### src/rtl/mem_req_arbiter.sv
// mem_req_arbiter: round-robin arbiter for the shared spike/filter/mempot memory port, with fixed-latency reads and timestep barrier.
// Optional WRITE_ACK_EN: writes also pass through RESP and pulse rsp_valid with zero data.
module mem_req_arbiter #(
    parameter int NUM_REQ   = 4,
    parameter int DATA_W    = 8,
    parameter int X_W       = 3,
    parameter int Y_W       = 3,
    parameter int MEM_LAT   = 3,
    parameter int TIMESTEPS = 10
) (
    input  logic                      clk,
    input  logic                      rst_n,
    input  logic [NUM_REQ-1:0]        req_valid,
    output logic [NUM_REQ-1:0]        req_ready,
    input  logic [NUM_REQ-1:0]        req_we,
    input  logic [2*NUM_REQ-1:0]      req_sel,
    input  logic [X_W*NUM_REQ-1:0]    req_x,
    input  logic [Y_W*NUM_REQ-1:0]    req_y,
    input  logic [DATA_W*NUM_REQ-1:0] req_wdata,
    output logic                      mem_en,
    output logic                      mem_we,
    output logic [1:0]                mem_sel,
    output logic [X_W-1:0]            mem_x,
    output logic [Y_W-1:0]            mem_y,
    output logic [DATA_W-1:0]         mem_wdata,
    input  logic [DATA_W-1:0]         mem_rdata,
    output logic [NUM_REQ-1:0]        rsp_valid,
    output logic [DATA_W-1:0]         rsp_data,
    input  logic                      ts_adv_valid,
    output logic                      ts_adv_ready,
    output logic                      mem_t_adv,
    output logic [3:0]                ts_cur,
    output logic                      done
);
    localparam int IW = $clog2(NUM_REQ);
    localparam int LW = $clog2(MEM_LAT + 1);
    typedef enum logic [2:0] {IDLE, ISSUE, WAIT, RESP, TADV} state_t;
`ifdef WRITE_ACK_EN
    localparam state_t WR_NEXT = RESP;
`else
    localparam state_t WR_NEXT = IDLE;
`endif
    state_t state_q, state_d;
    logic [IW-1:0] rr_q, rr_d, id_q, win, win_hi, win_lo;
    logic [LW-1:0] lat_q, lat_d;
    logic [3:0] ts_q;
    logic done_q, wr_q, found, any_hi, accept, ts_go;
    logic w_we;
    logic [1:0] w_sel;
    logic [X_W-1:0] w_x;
    logic [Y_W-1:0] w_y;
    logic [DATA_W-1:0] w_wdata;

    // Lowest valid index at/after the pointer, else lowest overall (wrap).
    always_comb begin
        win_hi = '0;
        win_lo = '0;
        any_hi = 1'b0;
        for (int i = NUM_REQ - 1; i >= 0; i--) begin
            if (req_valid[i]) win_lo = IW'(i);
            if (req_valid[i] && IW'(i) >= rr_q) begin
                win_hi = IW'(i);
                any_hi = 1'b1;
            end
        end
        win = any_hi ? win_hi : win_lo;
    end

    always_comb begin
        w_we = 1'b0;
        w_sel = '0;
        w_x = '0;
        w_y = '0;
        w_wdata = '0;
        for (int i = 0; i < NUM_REQ; i++) begin
            if (IW'(i) == win) begin
                w_we = req_we[i];
                w_sel = req_sel[2*i +: 2];
                w_x = req_x[X_W*i +: X_W];
                w_y = req_y[Y_W*i +: Y_W];
                w_wdata = req_wdata[DATA_W*i +: DATA_W];
            end
        end
    end

    assign found  = |req_valid;
    assign ts_go  = ts_adv_valid && !done_q;
    assign accept = (state_q == IDLE) && found && !ts_go;

    always_comb begin
        req_ready = '0;
        if (accept) req_ready[win] = 1'b1;
    end

    always_comb begin
        state_d = state_q;
        lat_d = lat_q;
        rr_d = rr_q;
        case (state_q)
            IDLE: begin
                if (ts_go) state_d = TADV;
                else if (found) begin
                    state_d = ISSUE;
                    rr_d = (win == IW'(NUM_REQ - 1)) ? '0 : win + 1'b1;
                end
            end
            ISSUE: begin
                if (wr_q) state_d = WR_NEXT;
                else if (MEM_LAT == 1) state_d = RESP;
                else begin
                    state_d = WAIT;
                    lat_d = LW'(MEM_LAT - 1);
                end
            end
            WAIT: begin
                lat_d = lat_q - 1'b1;
                if (lat_q == LW'(1)) state_d = RESP;
            end
            default: state_d = IDLE;
        endcase
    end

    // mem_* are loaded on accept so they line up exactly with ISSUE.
    always_ff @(posedge clk or negedge rst_n) begin
        if (!rst_n) begin
            state_q <= IDLE;
            rr_q <= '0;
            lat_q <= '0;
            id_q <= '0;
            wr_q <= 1'b0;
            ts_q <= 4'd1;
            done_q <= 1'b0;
            mem_en <= 1'b0;
            mem_we <= 1'b0;
            mem_sel <= '0;
            mem_x <= '0;
            mem_y <= '0;
            mem_wdata <= '0;
        end else begin
            state_q <= state_d;
            rr_q <= rr_d;
            lat_q <= lat_d;
            mem_en <= accept;
            mem_we <= accept & w_we;
            mem_wdata <= accept ? w_wdata : '0;
            if (accept) begin
                id_q <= win;
                wr_q <= w_we;
                mem_sel <= w_sel;
                mem_x <= w_x;
                mem_y <= w_y;
            end
            if (state_q == TADV) begin
                if (ts_q == 4'(TIMESTEPS)) done_q <= 1'b1;
                else ts_q <= ts_q + 4'd1;
            end
        end
    end

    assign rsp_valid    = (state_q == RESP) ? (NUM_REQ'(1) << id_q) : '0;
    assign rsp_data     = (state_q == RESP && !wr_q) ? mem_rdata : '0;
    assign ts_adv_ready = (state_q == TADV);
    assign mem_t_adv    = (state_q == TADV);
    assign ts_cur       = ts_q;
    assign done         = done_q;
endmodule

### config.mk
export PLATFORM = sky130hd
export DESIGN_NAME = mem_req_arbiter
export DESIGN_NICKNAME = d
export VERILOG_FILES = /design/src/rtl/mem_req_arbiter.sv
export SDC_FILE = /design/constraint.sdc
export NUM_CORES = 1
export LEC_CHECK = 0
export ABC_AREA = 0
export BUFFER_PORTS_ARGS = -buffer_cell sky130_fd_sc_hd__buf_2
export CORE_ASPECT_RATIO = 1.75
export CORE_MARGIN = 1
export CORE_UTILIZATION = 41
export CTS_BUF_LIST = sky130_fd_sc_hd__clkbuf_2
export CTS_CLUSTER_DIAMETER = 40
export DETAILED_ROUTE_END_ITERATION = 8
export GPL_TIMING_DRIVEN = 0
export PLACE_DENSITY = 0.83
export SLEW_MARGIN = 10
export SYNTH_ARGS = -nofsm -noshare
export SYNTH_HDL_FRONTEND = slang
export SYNTH_SLANG_ARGS = --single-unit
### constraint.sdc
create_clock -name clk -period 2.8 [get_ports clk]
set_clock_uncertainty 0.15 [all_clocks]
set_input_delay 0.28 -clock clk [delete_from_list [all_inputs] [get_ports clk]]
set_output_delay 0.28 -clock clk [all_outputs]
set_load 0.01 [all_outputs]
After elaboration in Yosys (flattened, before gate mapping) --
Index checks and enable logic that the tools add are counted. Widths: inputs -> output; s select.
Cells by class: $add $sub $neg 3, order comparisons 6, equal/unequal tests 13, shift operators 1, muxes and demuxes 47, bitwise operators 3, reductions and logical operators 21
Operators with widths (count):
- $mux 8 | 6
- $mux 3 | 11
- $mux 2 | 16
- $logic_and 1x1->1 | 9
- $mux 1 | 9
- $pmux 3 s3 | 1
- $mux 4 | 2
- $reduce_and 2->1 | 4
- $eq 3x2->1 const B | 2
- $add 4x1->4 const B | 1
- $eq 2x2->1 const A | 2
- $eq 4x4->1 const B | 1
- $ge 1x2->1 const A | 2
- $ge 2x2->1 const A | 2
- $ne 2x2->1 const B | 2
- $pmux 2 s2 | 1
- $reduce_or 4->1 | 1
- $shl 1x2->4 const A | 1
- $eq 3x1->1 const B | 1
- $eq 3x3->1 const B | 1
- $logic_not 1->1 | 3
- $logic_not 3->1 | 1
- $lt 2x3->1 const B | 1
- $ne 3x3->1 const B | 1
- 12 further kinds | 13
Word-level totals: register bits 33, output and inout port bits 41

Logic depth before layout (Yosys ltp) --
depth after elaboration 13, gate-level depth with buffers 9

Worst setup path before layout --
No wires, ideal clock.
path kind flip-flop to flip-flop, start point register rr_q[1], end point register mem_y[1], library setup time 0.136 ns, arrival time 2.385 ns, data required time 2.514 ns, path slack 0.129 ns, cell stages (with the launch flop) 10, buffers on the path 2, clock period less this slack 2.671 ns, cell sequence dfrtp_1 -> a21bo_2 -> a221oi_1 -> inv_1 -> ha_1 -> clkbuf_1 -> or2_2 -> clkbuf_1 -> a211oi_1 -> o41ai_2
Between the ends: longest elaborated chain between the ends 12, elaborated cells between the ends (all ways) 25
Ends and longest elaborated chain:
- start, declared | line 44 | logic [IW-1:0] rr_q, rr_d, id_q, win, win_hi, win_lo;
- start signal, assigned | line 141 | rr_q <= rr_d;
- $ge 2x2->1 | line 61 | if (req_valid[i] && IW'(i) >= rr_q) begin
- $logic_and 1x1->1 | line 61
- $mux 2 / $mux 1 (equally long branches) (4 in series) | line 61
- $mux 2 (*) | line 66 | win = any_hi ? win_hi : win_lo;
- via win[0] | line 44
- $logic_not 2->1 | line 76 | if (IW'(i) == win) begin
- $mux 3 (3 in series) | line 76
- $mux 3 (*) | line 76
- end signal, assigned | line 151 | mem_y <= w_y;
- end, declared | line 24 | output logic [Y_W-1:0] mem_y,
The timed path passes the listed nets; every way through them passes the cells marked *. A chain may end at the register's enable or synchronous reset.

Final worst setup path --
start point register rr_q[1], end point output port req_ready[2]
Between the ends: longest elaborated chain between the ends 12, elaborated cells between the ends (all ways) 23
Ends and longest elaborated chain:
- $ge 2x2->1 | line 61
- $logic_and 1x1->1 | line 61
- $mux 2 / $mux 1 (equally long branches) (4 in series) | line 61
- $mux 2 (*) | line 66
- via win[0] | line 44
- $lt 2x3->1 (not written as such) / $ge 2x1->1 (equally long branches) | line 92 | if (accept) req_ready[win] = 1'b1;
- $logic_and 1x1->1 (not written as such) | line 92
- $mux 1 (not written as such) | line 92
- $demux 1 s2 (*) | line 92
- $mux 4 (*) | line 92
- end, declared | line 14 | output logic [NUM_REQ-1:0] req_ready,
Marks and branches as above.

==> metrics.txt <==
# TYPE chip_impl_metric gauge
chip_impl_metric{name="routed_wire_length_per_instance",unit="um"} 15.7
chip_impl_info{name="rsz0062_at_grt",value="yes"} 1
chip_impl_metric{name="antenna_cells",unit=""} 0
chip_impl_metric{name="leakage",unit="nW"} 1.56
chip_impl_metric{name="ant_nets",unit=""} 0
chip_impl_metric{name="top_level_ports",unit=""} 124
chip_impl_metric{name="synth_edf_count",unit=""} 0
chip_impl_metric{name="finalCriticalPeriod",unit="ps"} 2780
chip_impl_metric{name="tritoncts.num_buffers",unit=""} 5
chip_impl_metric{name="critical_path.max_fanout",unit=""} 10
chip_impl_metric{name="synth_nets",unit=""} 311
chip_impl_metric{name="initialDrtViolationCount",unit=""} 54
chip_impl_metric{name="crit_required",unit="ps"} 2370
chip_impl_metric{name="synth_area",unit="sq mm"} 0.00207
chip_impl_info{name="synthMostInstantiatedCell",value="sky130_fd_sc_hd__dfrtp_1"} 1
chip_impl_info{name="end_kind",value="primary output"} 1
chip_impl_metric{name="maxSlewViolCount",unit=""} 0
chip_impl_info{name="status",value="completed"} 1
chip_impl_info{name="start_kind",value="flip-flop"} 1
chip_impl_metric{name="gpl.final_weighted_congestion",unit=""} 0.805
chip_impl_metric{name="cp_num_buf_inv",unit=""} 4
chip_impl_metric{name="netlist_instances",unit=""} 221
chip_impl_metric{name="cts.reportedPaths.clkPinSlew",unit="ps"} 190
chip_impl_metric{name="htreeDepth",unit=""} 2
chip_impl_metric{name="floorplan.rows",unit=""} 33
chip_impl_metric{name="synth.ff_latch_count",unit=""} 33
chip_impl_info{name="ys_dominant_reg_cell",value="sky130_fd_sc_hd__dfrtp_1"} 1
chip_impl_info{name="critical_path.most_common_cell",value="sky130_fd_sc_hd__clkbuf_8"} 1
chip_impl_metric{name="worst-slew-pin-transition",unit="ps"} 748
chip_impl_metric{name="pre_cts_ws",unit="ps"} -259
chip_impl_metric{name="async_reset_ff_share",unit="%"} 100
chip_impl_info{name="synth.top_cells.by_area",value="sky130_fd_sc_hd__dfrtp_1, sky130_fd_sc_hd__o31ai_1, sky130_fd_sc_hd__a21oi_1"} 1
chip_impl_info{name="crit_family",value="compound AO/OA/AOI/OAI gates"} 1
chip_impl_metric{name="rel_slew_slack",unit="%"} 50.1
chip_impl_info{name="max_stage_delay_cell_worst_path",value="sky130_fd_sc_hd__dfrtp_2"} 1
chip_impl_info{name="yosysTopAreaCell",value="sky130_fd_sc_hd__dfrtp_1"} 1
chip_impl_metric{name="drive_gt1_share",unit="%"} 43.9
chip_impl_metric{name="ctsLongestPathBuffers",unit=""} 2
chip_impl_metric{name="power.ir.vdd_worst",unit="mV"} 0.646
chip_impl_metric{name="grt_pass1_wl",unit="um"} 10300
chip_impl_metric{name="cp_slowest_stage_delay",unit="ps"} 500
chip_impl_metric{name="grtUsageTotal",unit="%"} 24.6
chip_impl_info{name="hold_path.class",value="in2reg"} 1
chip_impl_metric{name="detail_route.wirelength",unit="um"} 6490
chip_impl_metric{name="finalNetCount",unit=""} 451
chip_impl_metric{name="core_area",unit="sq mm"} 0.00475
chip_impl_metric{name="gr-total-overflow",unit=""} 0
chip_impl_metric{name="syn2layout_area_growth",unit="%"} 45.6
chip_impl_metric{name="die_w",unit="um"} 55.7
chip_impl_metric{name="initial_utilization",unit="%"} 43.5
chip_impl_metric{name="route.detailed.drc",unit=""} 0
chip_impl_metric{name="drt_pre_antenna_iters",unit=""} 4
chip_impl_metric{name="maximum_clock_frequency",unit="GHz"} 0.360
chip_impl_metric{name="r2r_slack",unit="ps"} 200
chip_impl_info{name="cts_tree",value="built"} 1
chip_impl_metric{name="post_synth.cell_area_avg",unit="sq um"} 9.35
chip_impl_info{name="timing_worst_setup_path_type",value="reg2out"} 1
chip_impl_metric{name="largest_net_degree_at_the_start_of_global_routing",unit=""} 34
chip_impl_metric{name="fp.dieH",unit="um"} 95.9
chip_impl_metric{name="final_report_setup_violation_count",unit=""} 0
chip_impl_metric{name="yosys_warnings",unit=""} 0
chip_impl_info{name="cts_root_buf",value="sky130_fd_sc_hd__clkbuf_2"} 1
chip_impl_metric{name="floorplan_die_area",unit="sq mm"} 0.00534
chip_impl_metric{name="grt_pass1_vias",unit=""} 2419
chip_impl_metric{name="num_vias",unit=""} 2321
chip_impl_metric{name="cts_sinks",unit=""} 33
chip_impl_metric{name="cap_viol_max_count",unit=""} 0
chip_impl_info{name="synth.cells.most_frequent",value="sky130_fd_sc_hd__dfrtp_1, sky130_fd_sc_hd__a21oi_1, sky130_fd_sc_hd__o31ai_1, sky130_fd_sc_hd__clkbuf_1, sky130_fd_sc_hd__inv_1"} 1
chip_impl_metric{name="port-buffer-count",unit=""} 123
chip_impl_metric{name="timing.final.hold_violations",unit=""} 0
chip_impl_metric{name="fin_util",unit="%"} 63.3
chip_impl_metric{name="dpl.hpwl",unit="um"} 5080
chip_impl_metric{name="worst-endpoint-arrival",unit="ps"} 2350
chip_impl_metric{name="setup_ws",unit="ps"} 25.0
chip_impl_metric{name="seq_area_frac_synth",unit="%"} 40.0
chip_impl_info{name="worstPathCellList",value="a21bo_4, a221oi_4, inv_2, ha_2, clkbuf_8, clkbuf_8, and2_1, buf_2"} 1
chip_impl_metric{name="antenna_found_initial",unit=""} 0
chip_impl_metric{name="proportion_of_netlist_area_held_by_the_largest_area_contributor",unit="%"} 38.8
chip_impl_metric{name="power_density",unit="mW/mm^2"} 906
chip_impl_metric{name="post-route-period-util",unit="%"} 99.1
chip_impl_metric{name="route.detailed.vias_per_inst",unit=""} 5.61
chip_impl_metric{name="clkLatencyLatePin",unit="ps"} 390
chip_impl_metric{name="ys_types",unit=""} 42
-- cell families after synthesis --
kind of cell               count (synthesis)  share of synthesized area, %
and+or+nand+nor                           68                          19.9
buffers and inverters                     32                          6.36
muxes                                      6                          3.15
AOI/OAI and AO/OA                         73                          25.4
DFF                                       33                          40.0
xor gates and xnor gates                   2                         0.848
adders and majority gates                  7                          4.24
-- metrics by stage --
step / power, mW / hold slack (ps) / TNS [ps] / cells / instance area [sq um]
2_1_floorplan: 1.80 / -166 / 0 / 221 / 2070
3_3_place_gp: 2.24 / 229 / -1650 / 396 / 2750
3_5_place_dp: 2.29 / 234 / -2170 / 396 / 2750
4_1_cts: 2.67 / 45.3 / 0 / 414 / 2960
5_1_grt: 2.94 / 38.5 / -232 / 414 / 3010
6_report: 2.72 / 53.4 / 0 / 414 / 3010
-- worst reg2reg max path, cell delays in order, from the launching register on --
cell	delay, ps
sky130_fd_sc_hd__dfrtp_2	500
sky130_fd_sc_hd__a21bo_4	240
sky130_fd_sc_hd__a221oi_4	330
sky130_fd_sc_hd__ha_2	310
sky130_fd_sc_hd__clkbuf_1	360
sky130_fd_sc_hd__a21oi_1	150
sky130_fd_sc_hd__a221o_1	370
sky130_fd_sc_hd__a21oi_1	140
-- where the power goes --
group / switching (mW) / leakage, nW / total, mW / internal, mW
combinational: 0.845 / 1.10 / 1.56 / 0.714
clock: 0.168 / 0.0406 / 0.321 / 0.152
sequential: 0.160 / 0.419 / 0.845 / 0.685
total: 1.17 / 1.56 / 2.72 / 1.55
-- worst paths after layout --
kind	from	end	cells after the start
setup reg to reg	rr_q[1]	mem_wdata[3]	7
min in group asynchronous	rst_n	mem_x[1]	2
hold reg to reg	done	state_q[2]	1
setup / recovery	rr_q[1]	req_ready[2]	8
max in group asynchronous	rst_n	rr_q[1]	2
hold / removal	req_x[6]	mem_x[0]	3
-- state kept, by name, summed over array words and instances (netlist names) --
name / cells
mem_wdata: 8
mem_y: 3
id_q: 2
mem_x: 3
mem_we: 1
lat_q: 2
mem_sel: 2
state_q: 3
rr_q: 2
mem_en: 1
wr_q: 1
done: 1
ts_cur: 4
-- layer usage --
| metal | track usage (%) | part of all wire [%] |
|---|---|---|
| met5 | 0 | 0 |
| met4 | 12.9 | 3.9 |
| met3 | 4.97 | 6.8 |
| met2 | 49.2 | 55 |
| met1 | 23.0 | 34 |
-- cell usage in the layout, fill, tap and decap left out, types with 3 or more instances in the layout --
cell                            count
sky130_fd_sc_hd__o31ai_1           18
sky130_fd_sc_hd__nor3_1             5
sky130_fd_sc_hd__o22ai_1            9
sky130_fd_sc_hd__inv_1             13
sky130_fd_sc_hd__nor3b_1            5
sky130_fd_sc_hd__and3b_1            5
sky130_fd_sc_hd__clkbuf_2           6
sky130_fd_sc_hd__dlygate4sd3_1     10
sky130_fd_sc_hd__a221o_1            8
sky130_fd_sc_hd__a211oi_2           3
sky130_fd_sc_hd__and2_1            11
sky130_fd_sc_hd__mux2_2             4
sky130_fd_sc_hd__a21oi_1           20
sky130_fd_sc_hd__clkbuf_1           8
sky130_fd_sc_hd__nor2b_1            4
sky130_fd_sc_hd__dfrtp_1           31
sky130_fd_sc_hd__ha_1               5
sky130_fd_sc_hd__nand2_1           12
sky130_fd_sc_hd__nor2_1             5
sky130_fd_sc_hd__buf_2            124
sky130_fd_sc_hd__nand3b_1           8
-- area by class of cell --
cell class	count	area (sq um)
Fill cell	396	1740
Multi-Input combinational cell	156	1170
Sequential cell	33	828
Timing Repair Buffer	134	723
Buffer	16	100
Tap cell	52	65.1
Inverter	15	58.8
Clock inverter	2	33.8
Clock buffer	6	30.0
-- timing repair --
item | in CTS | in global routing
pin swaps | 1 | 1
setup buffers | 0 | 1
hold buffers | 10 | 0
hold endpoints to repair | 41 | 0
gates resized for setup | 15 | 14
endpoints found under the setup margin | 22 | 14
Note: power is estimated with default switching activity, not from simulation.
